$ cat config.mk
export PLATFORM = sky130hd
export DESIGN_NAME = mmio_slot_initiator
export DESIGN_NICKNAME = d
export VERILOG_FILES = /design/src/rtl/mmio_slot_initiator.sv
export SDC_FILE = /design/constraint.sdc
export NUM_CORES = 1
export LEC_CHECK = 0
export ABC_CLOCK_PERIOD_IN_PS = 1900
export CORE_AREA = 8 8 158 160
export DETAILED_ROUTE_END_ITERATION = 8
export DIE_AREA = 0 0 166 168
export PLACE_DENSITY_LB_ADDON = 0.3
export SLEW_MARGIN = 20
export SYNTH_ARGS = -nofsm -noshare
export SYNTH_HDL_FRONTEND = slang
export SYNTH_SLANG_ARGS = --single-unit
export TNS_END_PERCENT = 20
$ cat constraint.sdc
create_clock -name clk -period 1.9 [get_ports clk]
set_clock_uncertainty 0.15 [all_clocks]
set_input_delay 0.475 -clock clk [delete_from_list [all_inputs] [get_ports clk]]
set_output_delay 0.475 -clock clk [all_outputs]
set_load 0.02 [all_outputs]
$ cat src/rtl/mmio_slot_initiator.sv
// mmio_slot_initiator: bus-side initiator that runs single requests through the MMIO slot handshake
//
// Ports:
//   clk, arst_n                        clock, asynchronous active-low reset
//   req_valid/req_ready                request handshake (req_ready is high only in IDLE)
//   req_write, req_addr, req_wdata     request: [7:0] register offset, [8+SLOT_BITS-1:8] slot index
//   resp_valid/resp_ready              response handshake
//   resp_rdata, resp_err               read data and status: 00 ok, 01 slave, 10 decode, 11 timeout
//   chip_select, read, write,          one-hot slot select plus shared command bus
//   addr, wr_data
//   transaction_completed              one-cycle release pulse broadcast to all slots
//   rd_data, rd_done, wr_done,         per-slot return data and status
//   slave_error, decode_error
//
// Optional feature: define MMIO_SLOT_INIT_TIMEOUT_EN to bound ISSUE at TIMEOUT_CYCLES cycles
// (error 11). Without it ISSUE waits for done indefinitely.
module mmio_slot_initiator #(
    parameter int NUM_SLOTS      = 8,
    parameter int ADDR_W         = 16,
    parameter int TIMEOUT_CYCLES = 256
) (
    input  logic                      clk,
    input  logic                      arst_n,
    input  logic                      req_valid,
    output logic                      req_ready,
    input  logic                      req_write,
    input  logic [ADDR_W-1:0]         req_addr,
    input  logic [31:0]               req_wdata,
    output logic                      resp_valid,
    input  logic                      resp_ready,
    output logic [31:0]               resp_rdata,
    output logic [1:0]                resp_err,
    output logic [NUM_SLOTS-1:0]      chip_select,
    output logic                      read,
    output logic                      write,
    output logic [7:0]                addr,
    output logic [31:0]               wr_data,
    output logic                      transaction_completed,
    input  logic [32*NUM_SLOTS-1:0]   rd_data,
    input  logic [NUM_SLOTS-1:0]      rd_done,
    input  logic [NUM_SLOTS-1:0]      wr_done,
    input  logic [NUM_SLOTS-1:0]      slave_error,
    input  logic [NUM_SLOTS-1:0]      decode_error
);
    localparam int SLOT_BITS = (NUM_SLOTS > 1) ? $clog2(NUM_SLOTS) : 1;
    typedef enum logic [1:0] {IDLE, ISSUE, RESP} state_t;
    state_t state, state_nx;
    logic [NUM_SLOTS-1:0] cs_nx;
    logic read_nx, write_nx, rv_nx, tc_nx;
    logic [7:0] addr_nx;
    logic [31:0] wd_nx, rdata_nx, sel_rdata;
    logic [1:0] err_nx;
    logic [SLOT_BITS-1:0] slot_idx;
    logic in_range, done, sel_derr, sel_serr, expired, unused_addr;
`ifdef MMIO_SLOT_INIT_TIMEOUT_EN
    localparam int CNT_W = (TIMEOUT_CYCLES > 1) ? $clog2(TIMEOUT_CYCLES) : 1;
    logic [CNT_W-1:0] cnt, cnt_nx;
    assign expired = cnt == CNT_W'(TIMEOUT_CYCLES - 1);
`else
    assign expired = 1'b0;
`endif
    assign slot_idx    = req_addr[8+SLOT_BITS-1:8];
    // Extra bit so non-power-of-two slot counts can reject the unused indices
    assign in_range    = {1'b0, slot_idx} < (SLOT_BITS+1)'(NUM_SLOTS);
    // chip_select is one-hot and stable in ISSUE, so masking with it picks the selected slot only
    assign done        = |(chip_select & (rd_done | wr_done));
    assign sel_derr    = |(chip_select & decode_error);
    assign sel_serr    = |(chip_select & slave_error);
    assign req_ready   = (state == IDLE);
    // Address bits above the slot index are deliberately ignored
    assign unused_addr = ^req_addr;

    always_comb begin
        sel_rdata = '0;
        for (int i = 0; i < NUM_SLOTS; i++)
            if (chip_select[i]) sel_rdata = rd_data[32*i +: 32];
    end

    always_comb begin
        state_nx = state;
        cs_nx    = chip_select;
        read_nx  = read;
        write_nx = write;
        addr_nx  = addr;
        wd_nx    = wr_data;
        rv_nx    = resp_valid;
        rdata_nx = resp_rdata;
        err_nx   = resp_err;
        tc_nx    = 1'b0;
`ifdef MMIO_SLOT_INIT_TIMEOUT_EN
        cnt_nx   = cnt;
`endif
        case (state)
            IDLE: if (req_valid) begin
                if (in_range) begin
                    state_nx = ISSUE;
                    cs_nx    = NUM_SLOTS'(1) << slot_idx;
                    read_nx  = !req_write;
                    write_nx = req_write;
                    addr_nx  = req_addr[7:0];
                    wd_nx    = req_wdata;
`ifdef MMIO_SLOT_INIT_TIMEOUT_EN
                    cnt_nx   = '0;
`endif
                end else begin
                    state_nx = RESP;
                    rv_nx    = 1'b1;
                    rdata_nx = '0;
                    err_nx   = 2'b10;
                end
            end
            // Done is tested ahead of expiry so a same-cycle done wins
            ISSUE: if (done || expired) begin
                state_nx = RESP;
                rv_nx    = 1'b1;
                tc_nx    = 1'b1;
                cs_nx    = '0;
                read_nx  = 1'b0;
                write_nx = 1'b0;
                addr_nx  = '0;
                wd_nx    = '0;
                rdata_nx = (done && read && !sel_derr && !sel_serr) ? sel_rdata : '0;
                err_nx   = !done ? 2'b11 : sel_derr ? 2'b10 : sel_serr ? 2'b01 : 2'b00;
            end
`ifdef MMIO_SLOT_INIT_TIMEOUT_EN
            else cnt_nx = cnt + 1'b1;
`endif
            RESP: if (resp_ready) begin
                state_nx = IDLE;
                rv_nx    = 1'b0;
            end
            default: state_nx = IDLE;
        endcase
    end

    always_ff @(posedge clk or negedge arst_n) begin
        if (!arst_n) begin
            state                 <= IDLE;
            chip_select           <= '0;
            read                  <= 1'b0;
            write                 <= 1'b0;
            addr                  <= '0;
            wr_data               <= '0;
            resp_valid            <= 1'b0;
            resp_rdata            <= '0;
            resp_err              <= 2'b00;
            transaction_completed <= 1'b0;
`ifdef MMIO_SLOT_INIT_TIMEOUT_EN
            cnt                   <= '0;
`endif
        end else begin
            state                 <= state_nx;
            chip_select           <= cs_nx;
            read                  <= read_nx;
            write                 <= write_nx;
            addr                  <= addr_nx;
            wr_data               <= wd_nx;
            resp_valid            <= rv_nx;
            resp_rdata            <= rdata_nx;
            resp_err              <= err_nx;
            transaction_completed <= tc_nx;
`ifdef MMIO_SLOT_INIT_TIMEOUT_EN
            cnt                   <= cnt_nx;
`endif
        end
    end
endmodule
==> results.yml <==
outcome:
  status: "finished, violations left"
  violations: "negative setup slack"
placement:
  io_buffers: 422
  dp_cells: 1385
  dp_hpwl_mm: 24.8
  place.gp.congestion: 0.849
  placedInstanceArea_sq_mm: 0.0106
critical_path:
  path_buf_inv: 2
  critPathRequiredTime_ns: 1.99
  crit_family: "simple AND/OR/NAND/NOR gates"
  startpoint_type: "flip-flop"
  cp_max_fo: 19
  slowest_stage: "dfrtp_2"
  worstPathCellList: "buf_4 > a22oi_2 > nand4_2 > nor3_4 > nand3b_4 > buf_12 > o31ai_2"
  cp.arrival_ns: 2.06
  slowest_delay_ns: 0.46
  crit_path_end_kind: "flip-flop"
  crit_type: "flip-flop to flip-flop"
grt:
  grtUsageMet2_pct: 37.9
  grt_use_met1_pct: 26.5
  grt-busiest-layer: "met2"
  use_met3_pct: 6.83
  antenna_found_initial: 2
  grt_start_max_net_pins: 43
  grt.overflow.total: 0
  grt_pass1_vias: 7815
  grt_pass1_wl_mm: 48.2
  track_usage_pct: 22.4
synthesis:
  ys_types: 35
  synth_area_sq_mm: 0.00560
  ys_seq_area_share_pct: 39.3
  synthArstFlopShare_pct: 100
  synth_edf_count: 0
  synth_warnings: 0
  synth_top_area_share_pct: 39.3
  netlist_instances: 674
  syn_area_per_cell_sq_um: 8.31
  synth_area_leaders: "dfrtp_1 39%, nand2_1 11%, o31ai_2 6.7%"
  yosysTopAreaCell: "dfrtp_1"
  syn_nets: 1015
  ys_ff_latch: 88
  synth_flop_cell: "dfrtp_1"
sta:
  finalWorstSetupSlack_ns: -0.0673
  tightest_slew_ns: 0.623
  fin_crit_sh_pct: 104
  hold_viol: 0
  max_freq_mhz: 508
  finalCriticalPeriod_ns: 1.97
  max_slew_margin_pct: 58.4
  drv_slew: 0
  rsz0062_at_grt: "true"
  hold_slack_ns: 0.326
  finalSetupViolations: 31
final_layout:
  drive_gt1_share_pct: 21.3
  finalInstanceArea_sq_mm: 0.0117
  synthToLayoutAreaGrowth_pct: 108
  nets: 1478
  fill_cells: 2151
  regArea_sq_mm: 0.00221
  final_common_cell: "clkdlybuf4s50_1"
  fin_cells: 1429
  multi_input_area_sq_mm: 0.00356
  final_cell_mix: "334 x clkdlybuf4s50_1, 156 x nand2_1, 81 x dfrtp_1, 81 x dlygate4sd2_1, 63 x buf_4"
worst_hold_path:
  hold_class: "flip-flop to flip-flop"
routing:
  drc: 0
  wirelength_mm: 32.6
  drt.antenna.violating_nets: 0
  drt_pass1_iterations: 5
  routedWlPerCell_um: 22.8
  routed-via-count: 7205
  drt_iter0_markers: 369
  routed_via_density: 5.04
clocking:
  numCtsBuffers: 9
  cts.sinks: 88
  clk_latency_ns: 0.34
  cts-root-buf: "clkbuf_16"
  tritoncts: "built"
  htreeDepth: 3
  clkSlewWorstSetupHoldPaths_ns: 0.07
  clockBufferDepth: 2
die:
  dieArea_sq_mm: 0.0279
  core_area_sq_mm: 0.0224
  io_pins: 428
  initial_core_util_pct: 25.0
  die_h_um: 168
  die_x_um: 166
  num_rows: 55
pwr:
  p_leak_nw: 4.85
  vdd_drop_max_mv: 0.866
  p_per_area_mw_per_mm2: 1810
flow_run:
  max-cap-violations: 0
==> metal layers <==
| metal | vias to the layer above | routed length, um |
|---|---|---|
| li1 | 3429 | - |
| met1 | 3421 | 13200 |
| met2 | 318 | 15900 |
| met3 | 37 | 2660 |
| met4 | 0 | 765 |
| met5 | - | 0 |
==> cells by family (layout without fill, tap and decap cells) <==
group / count (synthesis) / count (layout) / synth area share, %
compound gates: 263 / 263 / 34.5
simple gates: 252 / 254 / 20.3
flops: 88 / 88 / 39.3
buf+inv: 71 / 537 / 5.79
other cells: 0 / 2 / 0
==> worst reg2reg max path, delay by kind of cell, from the launching register on <==
| kind | cells | cell delay [ns] |
|---|---|---|
| and+or+nand+nor | 3 | 0.53 |
| DFF | 1 | 0.46 |
| AOI/OAI and AO/OA | 2 | 0.39 |
| buffers and inverters | 2 | 0.34 |
==> flip-flops by register name (all words and copies together), names as in the netlist <==
| name | flops |
|---|---|
| addr | 8 |
| chip_select | 8 |
| read | 1 |
| resp_err | 2 |
| resp_rdata | 32 |
| resp_valid | 1 |
| state | 2 |
| transaction_completed | 1 |
| wr_data | 32 |
| write | 1 |
==> stage by stage <==
stage | TNS [ns] | util, % | worst slack (ns) | power (mW)
after floorplan | 0 | - | 0.00961 | 10.5
after global placement | -33.01 | 47.4 | -0.422 | 16.6
after detailed placement | -34.30 | 47.4 | -0.497 | 16.7
after CTS | -1.05 | 51.4 | -0.0834 | 20.7
after global routing | -4.52 | 52.2 | -0.162 | 22.6
final | -1.46 | 52.2 | -0.0673 | 21.1
==> synthesized netlist by cell type (2+ instances only) <==
cell      count
a221o_1      31
buf_4         2
nand4_1       3
o41ai_1       2
o22ai_1      32
buf_6         4
o31ai_1       9
o21ai_1      43
buf_2        16
nand2b_1      6
o21ai_0      72
o31ai_2      30
nand2_1     158
nor2_1        3
nor3_1       31
a221oi_1     33
nand3_1       9
nor2b_1      35
a22oi_1       7
clkbuf_1     46
dfrtp_1      88
==> where the power goes <==
| group | leakage [nW] | total (mW) | internal [mW] | switching (mW) |
|---|---|---|---|---|
| registers | 1.15 | 3.25 | 2.70 | 0.545 |
| logic | 3.56 | 16.1 | 7.46 | 8.66 |
| clock network | 0.137 | 1.71 | 0.934 | 0.781 |
==> worst paths after layout <==
kind / start / to / slack [ns] / cells after the start
setup / recovery: chip_select[6] / resp_rdata[31] / -0.07 / 7
hold / removal: resp_rdata[22] / resp_rdata[22] / 0.33 / 2
setup reg to reg: chip_select[6] / resp_rdata[31] / -0.07 / 7
hold reg to reg: resp_rdata[22] / resp_rdata[22] / 0.33 / 2
max in group asynchronous: arst_n / resp_rdata[17] / 0.64 / 3
min in group asynchronous: arst_n / addr[4] / 0.41 / 2
==> final cells by class <==
| class | count | share of cell area [%] |
|---|---|---|
| Clock buffer | 11 | 2.08 |
| Sequential cell | 88 | 19.0 |
| Tap cell | 285 | 3.06 |
| Clock inverter | 5 | 0.332 |
| Multi-Input combinational cell | 517 | 30.5 |
| Antenna cell | 2 | 0.0429 |
| Inverter | 2 | 0.0644 |
| Timing Repair Buffer | 519 | 45.0 |
==> timing repair <==
item | 4_1_cts | 5_1_grt
setup buffers | 17 | 2
hold buffers | 1 | 0
hold endpoints to repair | 17 | 0
gates cloned | 5 | 2
endpoints found under the setup margin | 167 | 85
pin swaps | 40 | 3
gates resized for setup | 196 | 55
(Power assumes the default switching activity.)
